File: src/rtl/key_onehot_capture_pkg.sv
// Shared constants and helpers for the key capture front end.
package key_onehot_capture_pkg;
  localparam int N_KEYS = 10;
  localparam logic [N_KEYS-1:0] KEY_NONE = '0;

  function automatic int clog2(input int v);
    int r;
    int x;
    r = 0;
    x = v - 1;
    while (x > 0) begin
      r++;
      x = x >> 1;
    end
    return (r == 0) ? 1 : r;
  endfunction

  // Two's-complement trick isolates the lowest set bit.
  function automatic logic [N_KEYS-1:0] lowest_set(input logic [N_KEYS-1:0] v);
    return v & (~v + N_KEYS'(1));
  endfunction
endpackage

File: src/rtl/key_onehot_capture_if.sv
// Key capture bus: raw keys and clear in, latched one-hot/strobe/held out.
interface key_onehot_capture_if;
  import key_onehot_capture_pkg::*;

  logic [N_KEYS-1:0] key_raw;
  logic              clr;
  logic [N_KEYS-1:0] key_onehot;
  logic              key_strobe;
  logic              key_held;

  modport master (output key_raw, clr, input key_onehot, key_strobe, key_held);
  modport slave  (input key_raw, clr, output key_onehot, key_strobe, key_held);
endinterface

File: src/rtl/key_onehot_capture_debounce.sv
// One key: 2-FF synchroniser, tick-sampled history, debounced state.
module key_onehot_capture_debounce #(
  parameter int SAMPLES = 4
) (
  input  logic clk,
  input  logic rst,
  input  logic raw,
  input  logic tick,
  output logic deb
);
  logic               sync1;
  logic               sync2;
  logic [SAMPLES-2:0] hist;
  logic [SAMPLES-1:0] win;

  // Current sample plus the previous SAMPLES-1 ticks; deb moves only on full agreement.
  assign win = {hist, sync2};

  always_ff @(posedge clk or posedge rst) begin
    if (rst) begin
      sync1 <= 1'b0;
      sync2 <= 1'b0;
      hist  <= '0;
      deb   <= 1'b0;
    end else begin
      sync1 <= raw;
      sync2 <= sync1;
      if (tick) begin
        hist <= win[SAMPLES-2:0];
        if (&win) begin
          deb <= 1'b1;
        end else if (~|win) begin
          deb <= 1'b0;
        end
      end
    end
  end
endmodule

File: src/rtl/key_onehot_capture.sv
// Ten-key capture: shared debounce tick, per-key debounce, lowest-index press latch.
module key_onehot_capture
  import key_onehot_capture_pkg::*;
#(
  parameter int TICK_DIV    = 50000,
  parameter int SAMPLES     = 4,
  parameter bit KEY_ACT_LOW = 1'b1
) (
  input logic                  clk,
  input logic                  rst,
  key_onehot_capture_if.slave  bus
);
  localparam int            CW        = clog2(TICK_DIV);
  localparam logic [CW-1:0] TICK_LAST = CW'(TICK_DIV - 1);

  logic [CW-1:0]     tick_cnt;
  logic              tick;
  logic [N_KEYS-1:0] raw_n;
  logic [N_KEYS-1:0] deb;
  logic [N_KEYS-1:0] deb_d;
  logic [N_KEYS-1:0] rise;

  assign raw_n = KEY_ACT_LOW ? ~bus.key_raw : bus.key_raw;
  assign tick  = (tick_cnt == TICK_LAST);
  assign rise  = deb & ~deb_d;

  always_ff @(posedge clk or posedge rst) begin
    if (rst) begin
      tick_cnt <= '0;
    end else if (tick) begin
      tick_cnt <= '0;
    end else begin
      tick_cnt <= tick_cnt + CW'(1);
    end
  end

  for (genvar i = 0; i < N_KEYS; i++) begin : g_key
    key_onehot_capture_debounce #(.SAMPLES(SAMPLES)) u_deb (
      .clk  (clk),
      .rst  (rst),
      .raw  (raw_n[i]),
      .tick (tick),
      .deb  (deb[i])
    );
  end

  // A press always beats clr; simultaneous presses keep only the lowest index.
  always_ff @(posedge clk or posedge rst) begin
    if (rst) begin
      deb_d          <= '0;
      bus.key_onehot <= KEY_NONE;
      bus.key_strobe <= 1'b0;
      bus.key_held   <= 1'b0;
    end else begin
      deb_d        <= deb;
      bus.key_held <= |deb;
      if (|rise) begin
        bus.key_onehot <= lowest_set(rise);
        bus.key_strobe <= 1'b1;
      end else begin
        bus.key_strobe <= 1'b0;
        if (bus.clr) begin
          bus.key_onehot <= KEY_NONE;
        end
      end
    end
  end
endmodule
File: src/flat_wrapper.sv
// flat-port wrapper written by rule: the top's interface ports become plain ports
module key_onehot_capture_flat import key_onehot_capture_pkg::*;
#(
  parameter int TICK_DIV    = 50000,
  parameter int SAMPLES     = 4,
  parameter bit KEY_ACT_LOW = 1'b1
)
  (clk, rst, bus_key_raw, bus_clr, bus_key_onehot, bus_key_strobe, bus_key_held);
  key_onehot_capture_if bus_i ();
  input logic clk;
  input logic rst;
  input wire logic [$bits(bus_i.key_raw)-1:0] bus_key_raw;
  input wire logic [$bits(bus_i.clr)-1:0] bus_clr;
  output wire logic [$bits(bus_i.key_onehot)-1:0] bus_key_onehot;
  output wire logic [$bits(bus_i.key_strobe)-1:0] bus_key_strobe;
  output wire logic [$bits(bus_i.key_held)-1:0] bus_key_held;
  assign bus_i.key_raw = bus_key_raw;
  assign bus_i.clr = bus_clr;
  assign bus_key_onehot = bus_i.key_onehot;
  assign bus_key_strobe = bus_i.key_strobe;
  assign bus_key_held = bus_i.key_held;
  key_onehot_capture #(.TICK_DIV(TICK_DIV), .SAMPLES(SAMPLES), .KEY_ACT_LOW(KEY_ACT_LOW)) u_core (.clk(clk), .rst(rst), .bus(bus_i));
endmodule
File: config.mk
export PLATFORM = sky130hd
export DESIGN_NAME = key_onehot_capture_flat
export DESIGN_NICKNAME = d
export VERILOG_FILES = /design/src/rtl/key_onehot_capture_pkg.sv /design/src/rtl/key_onehot_capture_if.sv /design/src/rtl/key_onehot_capture_debounce.sv /design/src/rtl/key_onehot_capture.sv /design/src/flat_wrapper.sv
export SDC_FILE = /design/constraint.sdc
export NUM_CORES = 1
export LEC_CHECK = 0
export CORE_MARGIN = 2
export CORE_UTILIZATION = 58
export DETAILED_ROUTE_END_ITERATION = 8
export PLACE_DENSITY = 0.75
export SLEW_MARGIN = 10
export SYNTH_ARGS = -nofsm -noshare
export SYNTH_HDL_FRONTEND = slang
export SYNTH_SLANG_ARGS = --single-unit
File: constraint.sdc
create_clock -name clk -period 3.9 [get_ports clk]
set_input_delay 0.585 -clock clk [delete_from_list [all_inputs] [get_ports clk]]
set_output_delay 0.585 -clock clk [all_outputs]
set_load 0.01 [all_outputs]
Word level (Yosys, flattened, before mapping)
Index checks and enable logic that the tools add are counted.
{"block": "op_classes", "add_sub_neg": 2, "eq_ne": 11, "n_mux": 24, "bitwise_logic": 5, "reduce_logical": 33}
{"op": "4-bit AND reduction", "n": 10}
{"op": "4-bit OR reduction", "n": 10}
{"op": "10-bit NOT", "n": 3}
{"op": "1-bit two-way mux", "n": 21}
{"op": "10-bit bitwise AND", "n": 2}
{"op": "10-bit two-way mux", "n": 2}
{"op": "2-bit != test, second input constant", "n": 10}
{"op": "2-bit AND reduction", "n": 10}
{"op": "10-bit OR reduction", "n": 2}
{"op": "16-bit by 1-bit adder with 16-bit output, second input constant", "n": 1}
{"op": "16-bit == test, second input constant", "n": 1}
{"op": "16-bit two-way mux", "n": 1}
{"op": "10-bit by 1-bit adder with 10-bit output, second input constant", "n": 1}
{"op": "2-bit nonzero test", "n": 1}
{"block": "word_totals", "ff_bits": 98, "in_bits": 13, "output_inout_bits": 12, "word_cells": 120}

Logic depth before layout (Yosys ltp)
{"block": "logic_depth", "word_depth": 6, "depth_mapped": 7, "depth_no_buf": 5}

Cells and area by module
A second synthesis with hierarchy kept.
{"block": "unflattened", "cells_unflattened": 279, "area_unflattened_um2": 3799.9}
{"mod": "key_onehot_capture_debounce", "instances": 10, "cells_each": 13, "area_per_inst_um2": 217.7, "seq_area_each_um2": 150.1}
{"mod": "key_onehot_capture", "instances": 1, "cells_each": 149, "area_per_inst_um2": 1622.8, "seq_area_each_um2": 950.9}

Worst setup path before layout
No wires, ideal clock.
{"block": "synth_timing", "path_kind": "reg2reg", "from": "reg u_core.tick_cnt[4]", "to": "reg u_core.tick_cnt[14]", "setup_ns": 0.119, "t_arrival_ns": 1.673, "required_time_ns": 3.781, "setup_slack_ns": 2.108, "stages_incl_launch_ff": 6, "path_buffers": 2, "period_less_slack_ns": 1.792, "cell_sequence": "dfrtp_1 or4b_1 nor4_4 buf_4 buf_6 nor2_1"}
{"block": "synth_via", "elab_chain_cells": 2, "word_cells_on_any_way": 3, "cone_classes": "add/sub (1); eq/ne (1); mux (1)"}
{"item": "start: declaration", "line_no": "key_onehot_capture.sv:16", "rtl": "logic [CW-1:0] tick_cnt;"}
{"item": "start signal: assignment", "line_no": "key_onehot_capture.sv:33", "rtl": "tick_cnt <= tick_cnt + CW'(1);"}
{"item": "16-bit by 1-bit adder with 16-bit output / 16-bit == test (equally long branches)", "line_no": "key_onehot_capture.sv:33, key_onehot_capture.sv:24"}
{"item": "16-bit two-way mux *", "line_no": "key_onehot_capture.sv:30", "rtl": "end else if (tick) begin"}
Mark *: on every way between the ends. The rest lies on a longest branch, timed or not.
A chain may end at the register's enable or synchronous reset.

Worst setup path after layout
{"block": "layout_timing", "from": "reg u_core.tick_cnt[4]", "to": "reg u_core.g_key[4].u_deb.deb"}
{"block": "layout_via", "elab_chain_cells": 2}
{"item": "16-bit == test", "line_no": "key_onehot_capture.sv:24", "rtl": "assign tick = (tick_cnt == TICK_LAST);"}
{"item": "2-bit AND reduction (no line)"}
{"item": "end signal: assignment", "line_no": "key_onehot_capture_debounce.sv:24", "rtl": "deb <= 1'b0;"}
{"item": "end signal: assignment", "line_no": "key_onehot_capture_debounce.sv:31", "rtl": "deb <= 1'b1;"}
{"item": "end signal: assignment", "line_no": "key_onehot_capture_debounce.sv:33", "rtl": "deb <= 1'b0;"}
{"item": "end: declaration", "line_no": "key_onehot_capture_debounce.sv:9", "rtl": "output logic deb"}
No other way between the ends.

==> impl_metrics.tcl <==
set metrics [dict create \
    power.leakage_nw 2.15 \
    timing.critical_path.fanout_max 35 \
    port-buffer-count 24 \
    grt_pass1_vias 2433 \
    ant_nets 0 \
    drive_above_1_share 0.0577 \
    async_reset_ff_frac 1.00 \
    track_usage 0.190 \
    grt_pass1_wl_mm 10.8 \
    cts_buffer_depth 2 \
    ys_ff_latch 98 \
    tightestPinTransition_ps 830 \
    clk_latency_ps 350 \
    dpl_worst_slack_ps 1490 \
    finalClockSkew_ps 11.2 \
    cts_made_buffers 9 \
    dpl_cell_area_mm2 0.00411 \
    synthToLayoutAreaGrowth_pct 13.9 \
    finalCritPeriodShare 0.621 \
    post_cts_buffers 0 \
    timing.rr.end "u_core.g_key[4].u_deb.deb" \
    cts_tree "done" \
    synth_area_mm2 0.00379 \
    seq_area_frac_synth 0.648 \
    drv_slew 0 \
    die-area_mm2 0.00719 \
    dieHeight_um 84.8 \
    drc 0 \
    cp_slowest_cell "nor4_4" \
    cts_sinks 98 \
    n_antenna_cell 0 \
    grt_max_degree 36 \
    rr_startpoint "u_core.tick_cnt[4]" \
    whs_endpoint "u_core.g_key[5].u_deb.sync2" \
    power_mw 1.72 \
    synthesis.nets 362 \
    antenna_found_initial 0 \
    place_inst 443 \
    synth-edff-count 0 \
    rrSetupSlack_ps 1480 \
    io_pins 25 \
    ir_drop_mv 0.244 \
    post_drt_wl_per_cell_um 13.7 \
    hpwlAfterDp_mm 4.23 \
    avgSynthCellArea_um2 10.9 \
    critPathLaunch "u_core.tick_cnt[4]" \
    synth_common_cells "dfrtp_1 (98), nand2_1 (94), nor2_1 (27)" \
    maxCapViolations 0 \
    clk_pin_slew_ps 80 \
    final_cell_area_mm2 0.00431 \
    globalplace.congestion 0.801 \
    ys_types 33 \
    ys_warn_count 0 \
    core_area_mm2 0.00631 \
    ys.flop_type "dfrtp_1" \
    setup_viol 0 \
    synthCells 348 \
    rsz0062_at_grt "no" \
    cp.arrival_ps 2700 \
    power_density_mw_per_mm2 400 \
    postLayoutCoreUtil 0.683 \
    cp.depth 5 \
    synth_top_area_share 0.648 \
    yosysTopAreaCell "dfrtp_1" \
    routed_via_density 5.60 \
    start_util 0.600 \
    end_kind "flip-flop" \
    fmax_mhz 413 \
    cts_resized 0 \
    dr_total_vias 2566 \
    rows 29 \
    final_nets 391 \
    worst_r2r_path_depth 5 \
    ys_top_cells_by_area "dfrtp_1 (65%), nand2_1 (9.3%), nor2_1 (2.7%)" \
    hold_ws_ps 353 \
    hold_buffers 0 \
    path_class "flip-flop to flip-flop" \
    cts_root_buf "clkbuf_8" \
    hold_start "u_core.g_key[5].u_deb.sync1" \
    critPathBufInv 1 \
    cpLargestDelayFamily "simple AND/OR/NAND/NOR gates" \
    setup_tns_ps 0 \
    startpoint_type "flip-flop" \
    htree_levels 3 \
    grt_overflow_total 0 \
    holdPathStages 0 \
    hold_viol 0 \
    wl_mm 6.25 \
    worstPathRequired_ps 4180 \
    critPathMaxStageDelay_ps 780 \
    hp-class "flip-flop to flip-flop" \
    setup_slack_ps 1480 \
    synth.most_common_cell "dfrtp_1" \
    fp.dieW_um 84.8 \
    fin_crit_ps 2420 \
    status "completed" \
    relSlewSlack 0.443 \
    final_cells 458 \
    path_cells "or4b_1 > nor4_4 > buf_12 > a41oi_1 > nor2_1" \
    first_pass_iters 4 \
    drt_iter0_markers 199 \
]
[sequential cells by signal, indices dropped and copies added (netlist names)]
signal,flops
u_core.bus.key_onehot,10
u_core.deb_d,10
u_core.g_key.u_deb.sync2,10
u_core.bus.key_held,1
u_core.g_key.u_deb.hist,30
u_core.g_key.u_deb.sync1,10
u_core.g_key.u_deb.deb,10
u_core.bus.key_strobe,1
u_core.tick_cnt,16
[final cells by class]
cell class / instances / area, um2
flip-flops and latches: 98 / 2450
fillers: 493 / 2000
multi-input cells: 225 / 1220
repair buffers: 28 / 283
clock buffers: 11 / 151
well taps: 77 / 96.3
inverters: 15 / 57.6
clock inverters: 4 / 51.3
[worst register-to-register path, delay by kind of cell, from the launching register on]
kind / cells / cell delay (ps)
buf+inv: 1 / 280
compound gates: 1 / 140
flops: 1 / 440
simple gates: 3 / 1490
[how the worst max path moves through the flow]
| stage | slack, ps | end |
|---|---|---|
| CTS | 1470 | u_core.g_key[4].u_deb.deb |
| floorplan | 750 | u_core.bus.key_held |
| global route | 1320 | u_core.g_key[0].u_deb.deb |
| global placement | 1580 | u_core.g_key[2].u_deb.deb |
| finish | 1480 | u_core.g_key[4].u_deb.deb |
| detailed placement | 1490 | u_core.g_key[4].u_deb.deb |
[power by group]
group,switching [mW],internal (mW)
combinational,0.0255,0.0178
clock,0.322,0.328
sequential,0.00547,1.03
[cell usage in the layout, fill, tap and decap left out, types with 2 or more instances in the layout]
cell type        instances
clkinv_2                 2
clkdlybuf4s50_1         24
a22o_1                   6
nor2_1                  27
a21oi_1                  2
xnor2_1                 10
nor3_1                   6
nand4_1                  6
nor4_1                   4
nand2_1                 94
or4_1                   10
dfrtp_1                 98
xor2_1                   4
or4b_1                   2
nand3_1                  9
nor4bb_1                 2
inv_1                   14
buf_4                    3
clkbuf_8                11
nor2b_1                 12
o22ai_1                 10
a41oi_1                 10
[cells by family (layout without fill, tap and decap cells)]
group	after synthesis	count (layout)	share of synthesized area
AND/OR/NAND/NOR	180	180	0.227
buffers and inverters	25	58	0.0294
XOR/XNOR	14	14	0.0324
AO/OA/AOI/OAI	30	30	0.0601
adder cells (fa/ha/maj)	1	1	0.00330
flip-flops	98	98	0.648
[routing by layer]
layer  share of wire  track usage
met3           0.037       0.0472
met2            0.47        0.306
met1            0.47        0.251
met4           0.020       0.0750
met5               0            0
Power figures use the tool's default switching activity.
